==> config.mk <==
export PLATFORM = sky130hd
export DESIGN_NAME = nfa_chain_engine
export DESIGN_NICKNAME = d
export VERILOG_FILES = /design/src/rtl/nfa_pkg.sv /design/src/rtl/nfa_chain_engine_cell.sv /design/src/rtl/nfa_chain_engine.sv
export SDC_FILE = /design/constraint.sdc
export NUM_CORES = 1
export LEC_CHECK = 0
export BUFFER_PORTS_ARGS = -buffer_cell sky130_fd_sc_hd__buf_2
export CAP_MARGIN = 20
export CELL_PAD_IN_SITES_DETAIL_PLACEMENT = 1
export CELL_PAD_IN_SITES_GLOBAL_PLACEMENT = 2
export CORE_ASPECT_RATIO = 1.1
export CORE_MARGIN = 8
export CORE_UTILIZATION = 35
export CTS_CLUSTER_SIZE = 30
export DETAILED_ROUTE_END_ITERATION = 10
export GPL_ROUTABILITY_DRIVEN = 0
export PLACE_DENSITY_LB_ADDON = 0.1
export SLEW_MARGIN = 10
export SYNTH_ARGS = -nofsm -noshare
export SYNTH_HDL_FRONTEND = slang
export SYNTH_SLANG_ARGS = --single-unit
==> constraint.sdc <==
create_clock -name clk -period 3.2 [get_ports clk]
set_input_delay 0 -clock clk [delete_from_list [all_inputs] [get_ports clk]]
set_output_delay 0 -clock clk [all_outputs]
set_load 0.005 [all_outputs]
==> src/rtl/nfa_pkg.sv <==
// Shared helpers for the parametrised NFA chain engine.
// Class-field extraction, saturating increment, class width.
package nfa_pkg;

  localparam int MAX_SC_W = 1024;

  function automatic int class_bits(input int n);
    return (n <= 2) ? 1 : $clog2(n);
  endfunction

  function automatic int unsigned class_idx(
    input logic [MAX_SC_W-1:0] sc,
    input int                  i,
    input int                  w
  );
    logic [31:0] mask;
    mask = (32'd1 << w) - 32'd1;
    return int'(32'(sc >> (i * w)) & mask);
  endfunction

  function automatic logic [31:0] sat_inc(
    input logic [31:0] v,
    input logic [31:0] top
  );
    return (v >= top) ? top : v + 32'd1;
  endfunction

endpackage

==> src/rtl/nfa_chain_engine_cell.sv <==
// One NFA state bit: class hit gated by predecessor,
// self-loop or dot-star bypass; clr drops the self-loop.
module nfa_state_cell (
  input  logic clk,
  input  logic resetn,
  input  logic en,
  input  logic clr,
  input  logic hit,
  input  logic prev,
  input  logic loop,
  input  logic byp,
  output logic nxt,
  output logic q
);

  // next value of this state for the current byte
  always_comb begin
    nxt = hit & (prev | (loop & q & ~clr) | byp);
  end

  // state bit advances only on valid bytes
  always_ff @(posedge clk or negedge resetn) begin
    if (!resetn)  q <= 1'b0;
    else if (en)  q <= nxt;
  end

endmodule

==> src/rtl/nfa_chain_engine.sv <==
// Generic NFA chain with per-packet match count,
// first-match offset and a valid/ready result port.
module nfa_chain_engine #(
  parameter int N_STATES  = 18,
  parameter int N_CLASSES = 64,
  parameter int CLASS_W   = 6,
  parameter logic [N_STATES*CLASS_W-1:0] STATE_CLASS = '0,
  parameter logic [N_STATES-1:0] LOOP_MASK = '0,
  parameter int ANCHORED  = 0,
  parameter int OFF_W     = 16,
  parameter int CNT_W     = 8
) (
  input  logic                 clk,
  input  logic                 resetn,
  input  logic                 en,
  input  logic                 sod,
  input  logic                 eod,
  input  logic [N_CLASSES-1:0] in_class,
  output logic                 match,
  output logic                 match_pulse,
  output logic                 res_valid,
  input  logic                 res_ready,
  output logic                 res_match,
  output logic [OFF_W-1:0]     res_off,
  output logic [CNT_W-1:0]     res_cnt,
  output logic                 res_drop
);
  import nfa_pkg::*;

  localparam logic [MAX_SC_W-1:0] SC =
    MAX_SC_W'(STATE_CLASS);
  localparam logic [31:0] OFF_MAX =
    32'((64'd1 << OFF_W) - 64'd1);
  localparam logic [31:0] CNT_MAX =
    32'((64'd1 << CNT_W) - 64'd1);

  if (CLASS_W < class_bits(N_CLASSES)) begin : g_bad_cw
    $error("CLASS_W too narrow for N_CLASSES");
  end

  logic [N_STATES-1:0] s, p, prv, byp, hit, nxt;
  logic start, done, base_m, match_n, cap;
  logic [OFF_W-1:0] off, cur_off, first_off, fo_n;
  logic [CNT_W-1:0] cnt, cur_cnt, cnt_n;
  logic unused;

  assign p     = sod ? '0 : s;
  assign start = (ANCHORED == 0) ? 1'b1 : sod;

  for (genvar i = 0; i < N_STATES; i++) begin : g_st
    localparam int CI = int'(class_idx(SC, i, CLASS_W));
    assign hit[i] = in_class[CI];
    if (i == 0) begin : g_first
      assign prv[i] = start;
      assign byp[i] = 1'b0;
    end else if (i == 1) begin : g_second
      assign prv[i] = p[0];
      assign byp[i] = LOOP_MASK[0] & start;
    end else begin : g_rest
      assign prv[i] = p[i-1];
      assign byp[i] = LOOP_MASK[i-1] & p[i-2];
    end
    nfa_state_cell u_cell (
      .clk    (clk),
      .resetn (resetn),
      .en     (en),
      .clr    (sod),
      .hit    (hit[i]),
      .prev   (prv[i]),
      .loop   (LOOP_MASK[i]),
      .byp    (byp[i]),
      .nxt    (nxt[i]),
      .q      (s[i])
    );
  end

  assign unused = ^{in_class, p, s};

  // per-byte packet bookkeeping seen by this byte
  always_comb begin
    done    = en & nxt[N_STATES-1];
    cur_off = sod ? '0 : off;
    cur_cnt = sod ? '0 : cnt;
    base_m  = ~sod & match;
    match_n = base_m | done;
    cnt_n   = done
      ? CNT_W'(sat_inc(32'(cur_cnt), CNT_MAX))
      : cur_cnt;
    fo_n    = (done & ~base_m) ? cur_off : first_off;
    cap     = en & eod;
  end

  // offset, count, sticky match and first offset
  always_ff @(posedge clk or negedge resetn) begin
    if (!resetn) begin
      off         <= '0;
      cnt         <= '0;
      match       <= 1'b0;
      first_off   <= '0;
      match_pulse <= 1'b0;
    end else begin
      match_pulse <= done;
      if (en) begin
        off       <= OFF_W'(sat_inc(32'(cur_off), OFF_MAX));
        cnt       <= cnt_n;
        match     <= match_n;
        first_off <= fo_n;
      end
    end
  end

  // result register with valid/ready and drop-on-collision
  always_ff @(posedge clk or negedge resetn) begin
    if (!resetn) begin
      res_valid <= 1'b0;
      res_match <= 1'b0;
      res_off   <= '0;
      res_cnt   <= '0;
      res_drop  <= 1'b0;
    end else begin
      res_drop <= 1'b0;
      if (cap && res_valid && !res_ready) begin
        res_drop <= 1'b1;
      end else if (cap) begin
        res_valid <= 1'b1;
        res_match <= match_n;
        res_off   <= match_n ? fo_n : '0;
        res_cnt   <= cnt_n;
      end else if (res_valid && res_ready) begin
        res_valid <= 1'b0;
      end
    end
  end

endmodule

==> key figures <==
Worst setup path
  – Crit Path Class: register to register
  – Peak fanout along the critical path: 9
  – Worst path cell trace: nor2b_1 -> ha_1 -> nand4_1 -> nor2_1 -> nand4_1 -> o221ai_1
  – CP Capture Type: register
  – Data arrival, critical path: 2.54 ns
  – Most frequent CP cell: nand4_1
  – CP max stage cell: nand4_1
  – Worst Path Required: 3.44 ns
  – CP Launch Type: register
  – Slowest stage delay, CP: 0.47 ns

Clock network
  – Post-CTS Resized: 0
  – Clk Tree Root Cell: clkbuf_16
  – H-Tree Depth: 3
  – CTS Buf Count: 9
  – Longest Clk Path Bufs: 2
  – Worst skew pair latency: 0.34 ns
  – CTS tree: yes
  – Clock sinks: 86
  – CTS clock-pin slew for the worst setup and hold paths: 0.06 ns

Synth
  – Mapped Nets: 432
  – Synth Flop Type: dfrtp_1
  – Cell count after synthesis: 361
  – Yosys cell types: 48
  – Async set or reset register ratio after synthesis: 100%
  – Synth warnings: 0
  – Post-synth EDFFs: 0
  – Seq cells post-synth: 86
  – Avg Cell Area, Syn: 10.5 sq um
  – Seq/Total Area, Yosys: 56.6%
  – Cell Area, Synth: 3800 sq um

Pwr
  – Power Density: 566 nW/um^2
  – Leakage power: 2.14 nW
  – Max IR drop VDD: 0.000269 V

Global route
  – Via count of the first global-routing pass: 3,030
  – First-pass GRT wire length: 15.9 mm
  – Initial antenna violation count: 0
  – Gr ovfl total: 0
  – Total Routing Usage GR: 13.9%
  – Largest net degree at the start of global routing: 50

Timing
  – RSZ-0062 raised after global routing: false
  – Achievable Freq: 0.436 GHz
  – Sum of negative setup slack: 0 ns
  – Worst Tran Pin Value: 0.813 ns
  – Final hold viol count: 0
  – Final worst-path cycle share: 71.6%
  – Max-slew headroom: 45.8%
  – Min Tclk post-route: 2.29 ns
  – Final Setup Violations: 0
  – Clk_skew: 0.00670 ns
  – Max Slew Vio Count: 0

Finish
  – Register area: 2150 sq um
  – Area occupied by multi-input gates: 1420 sq um
  – Fin cells: 550
  – Filler cell count: 1,209
  – Nets: 469
  – Ant diodes: 0
  – Area grow syn2layout: 17.9%
  – Share of layout cells above drive strength 1: 15.6%

Drt
  – DRT Wirelength: 9.29 mm
  – Vias per inst: 5.16
  – WL/cell: 16.9 um
  – Via count: 2,840
  – Drt pass-1 iters: 4
  – DRC Markers: 0
  – Antenna viol nets, final: 0
  – Drt first-iter violations: 158

Die
  – Die area: 14,500 sq um
  – Starting Density: 35.3%
  – Row cnt: 40
  – Die Y: 125 um
  – Width of the die: 115 um
  – Core area: 10,800 sq um
  – Ports: 99

Flow run
  – Max-cap violations: 0

Placement
  – DP HPWL: 6.08 mm
  – Placed cell count: 529
  – Port Buf Inserts: 35

Hold path
  – Min-delay worst type: input port to register

Outcome
  – Result of the run: finished, final reports clean
==> timing repair <==
action | CTS | global route
endpoints found under the hold margin | 50 | 0
hold buffers | 5 | 0
buffers inserted | 0 | 0
==> worst max-delay path, delay by kind of cell (launching register included) <==
family	cells	cell delay [ns]
and+or+nand+nor	4	1.32
DFF	1	0.39
adders and majority gates	1	0.26
AOI/OAI and AO/OA	1	0.21
==> cell type report <==
class,count,share of cell area [%]
clock buffers,11,5.64
clock inverters,5,1.82
inverters,30,2.51
multi-input cells,224,31.6
flip-flops and latches,86,48.0
well taps,147,4.10
repair buffers,47,6.26
==> synth_stat cells (all sizes together), types with 8 or more instances <==
cell | number | share of area, %
dfrtp | 86 | 57
a22o | 16 | 3.7
nand3 | 8 | 1.2
nand4 | 9 | 1.5
nand2 | 31 | 3.1
nor2 | 24 | 2.4
clkbuf | 15 | 1.5
inv | 30 | 3.0
o21ai | 22 | 2.9
a31oi | 10 | 1.6
mux2i | 20 | 5.3
a21oi | 20 | 2.6
o221ai | 9 | 2.1
==> routing by layer <==
| metal | wire, um | global-route usage (%) | vias up |
|---|---|---|---|
| met5 | 0 | 0 | - |
| met4 | 122 | 4.88 | 0 |
| li1 | - | - | 1360 |
| met1 | 4300 | 17.7 | 1440 |
| met3 | 282 | 3.42 | 11 |
| met2 | 4580 | 22.2 | 29 |
==> path summary, 6_finish.rpt <==
path	from	endpoint	slack, ns	depth (start not counted)
max	off[0]	off[10]	0.91	6
min	sod	off[6]	0.12	2
max reg2reg	off[0]	off[10]	0.91	6
min reg2reg	first_off[7]	first_off[7]	0.48	2
max in group asynchronous	resetn	off[12]	2.26	3
min in group asynchronous	resetn	g_st[10].u_cell.q	0.22	2
==> metrics by stage <==
step	cell area, sq um	setup slack (ns)	util [%]	hold WS (ns)	total power [W]
after floorplan	3800	1.48	-	-0.296	0.00132
after global placement	4100	0.872	38.1	0.0708	0.00139
after detailed placement	4100	0.870	38.1	0.0739	0.00140
after CTS	4480	0.846	41.6	0.117	0.00258
after global routing	4480	0.577	41.6	0.145	0.00265
final	4480	0.908	41.6	0.125	0.00253
==> flip-flops by register name (all words and copies together) (netlist names) <==
register,flops
res_off,16
res_drop,1
off,16
match_pulse,1
res_valid,1
res_match,1
res_cnt,8
first_off,16
cnt,8
g_st.u_cell.q,17
match,1
==> kinds of logic after synthesis <==
family	after synthesis	share of synthesized area, %
flip-flops	86	56.6
buffers and inverters	51	6.09
XOR/XNOR	2	0.461
AND/OR/NAND/NOR	106	14.2
adder cells (fa/ha/maj)	1	0.329
AO/OA/AOI/OAI	94	16.8
multiplexers	21	5.56
==> report_power, final <==
part / internal (W) / switching, W
sequential: 0.00113 / 0.0000565
clock: 0.000726 / 0.000424
combinational: 0.0000799 / 0.000113
total: 0.00194 / 0.000594
==> cells in the final DEF (no fill, tap or decap), drive strengths merged, types with 2 or more instances in the layout <==
cell type / Yosys / final
a211o: 2 / 2
a21oi: 20 / 20
a22o: 16 / 16
a31o: 2 / 2
a31oi: 10 / 10
and2: 2 / 2
and3: 2 / 2
and3b: 2 / 2
and4b: 2 / 2
buf: 6 / 42
bufinv: 0 / 2
clkbuf: 15 / 11
clkinv: 0 / 2
dfrtp: 86 / 86
dlygate4sd3: 0 / 5
inv: 30 / 30
mux2i: 20 / 20
nand2: 31 / 31
nand2b: 6 / 6
nand3: 8 / 8
nand4: 9 / 9
nor2: 24 / 24
nor2b: 4 / 4
nor3: 7 / 7
nor4: 4 / 4
o21a: 3 / 3
o21ai: 22 / 22
o221ai: 9 / 9
o22a: 2 / 2
o31a: 2 / 2
or3: 2 / 2
xnor2: 2 / 2
No activity file was read; power rests on OpenSTA's default activity.
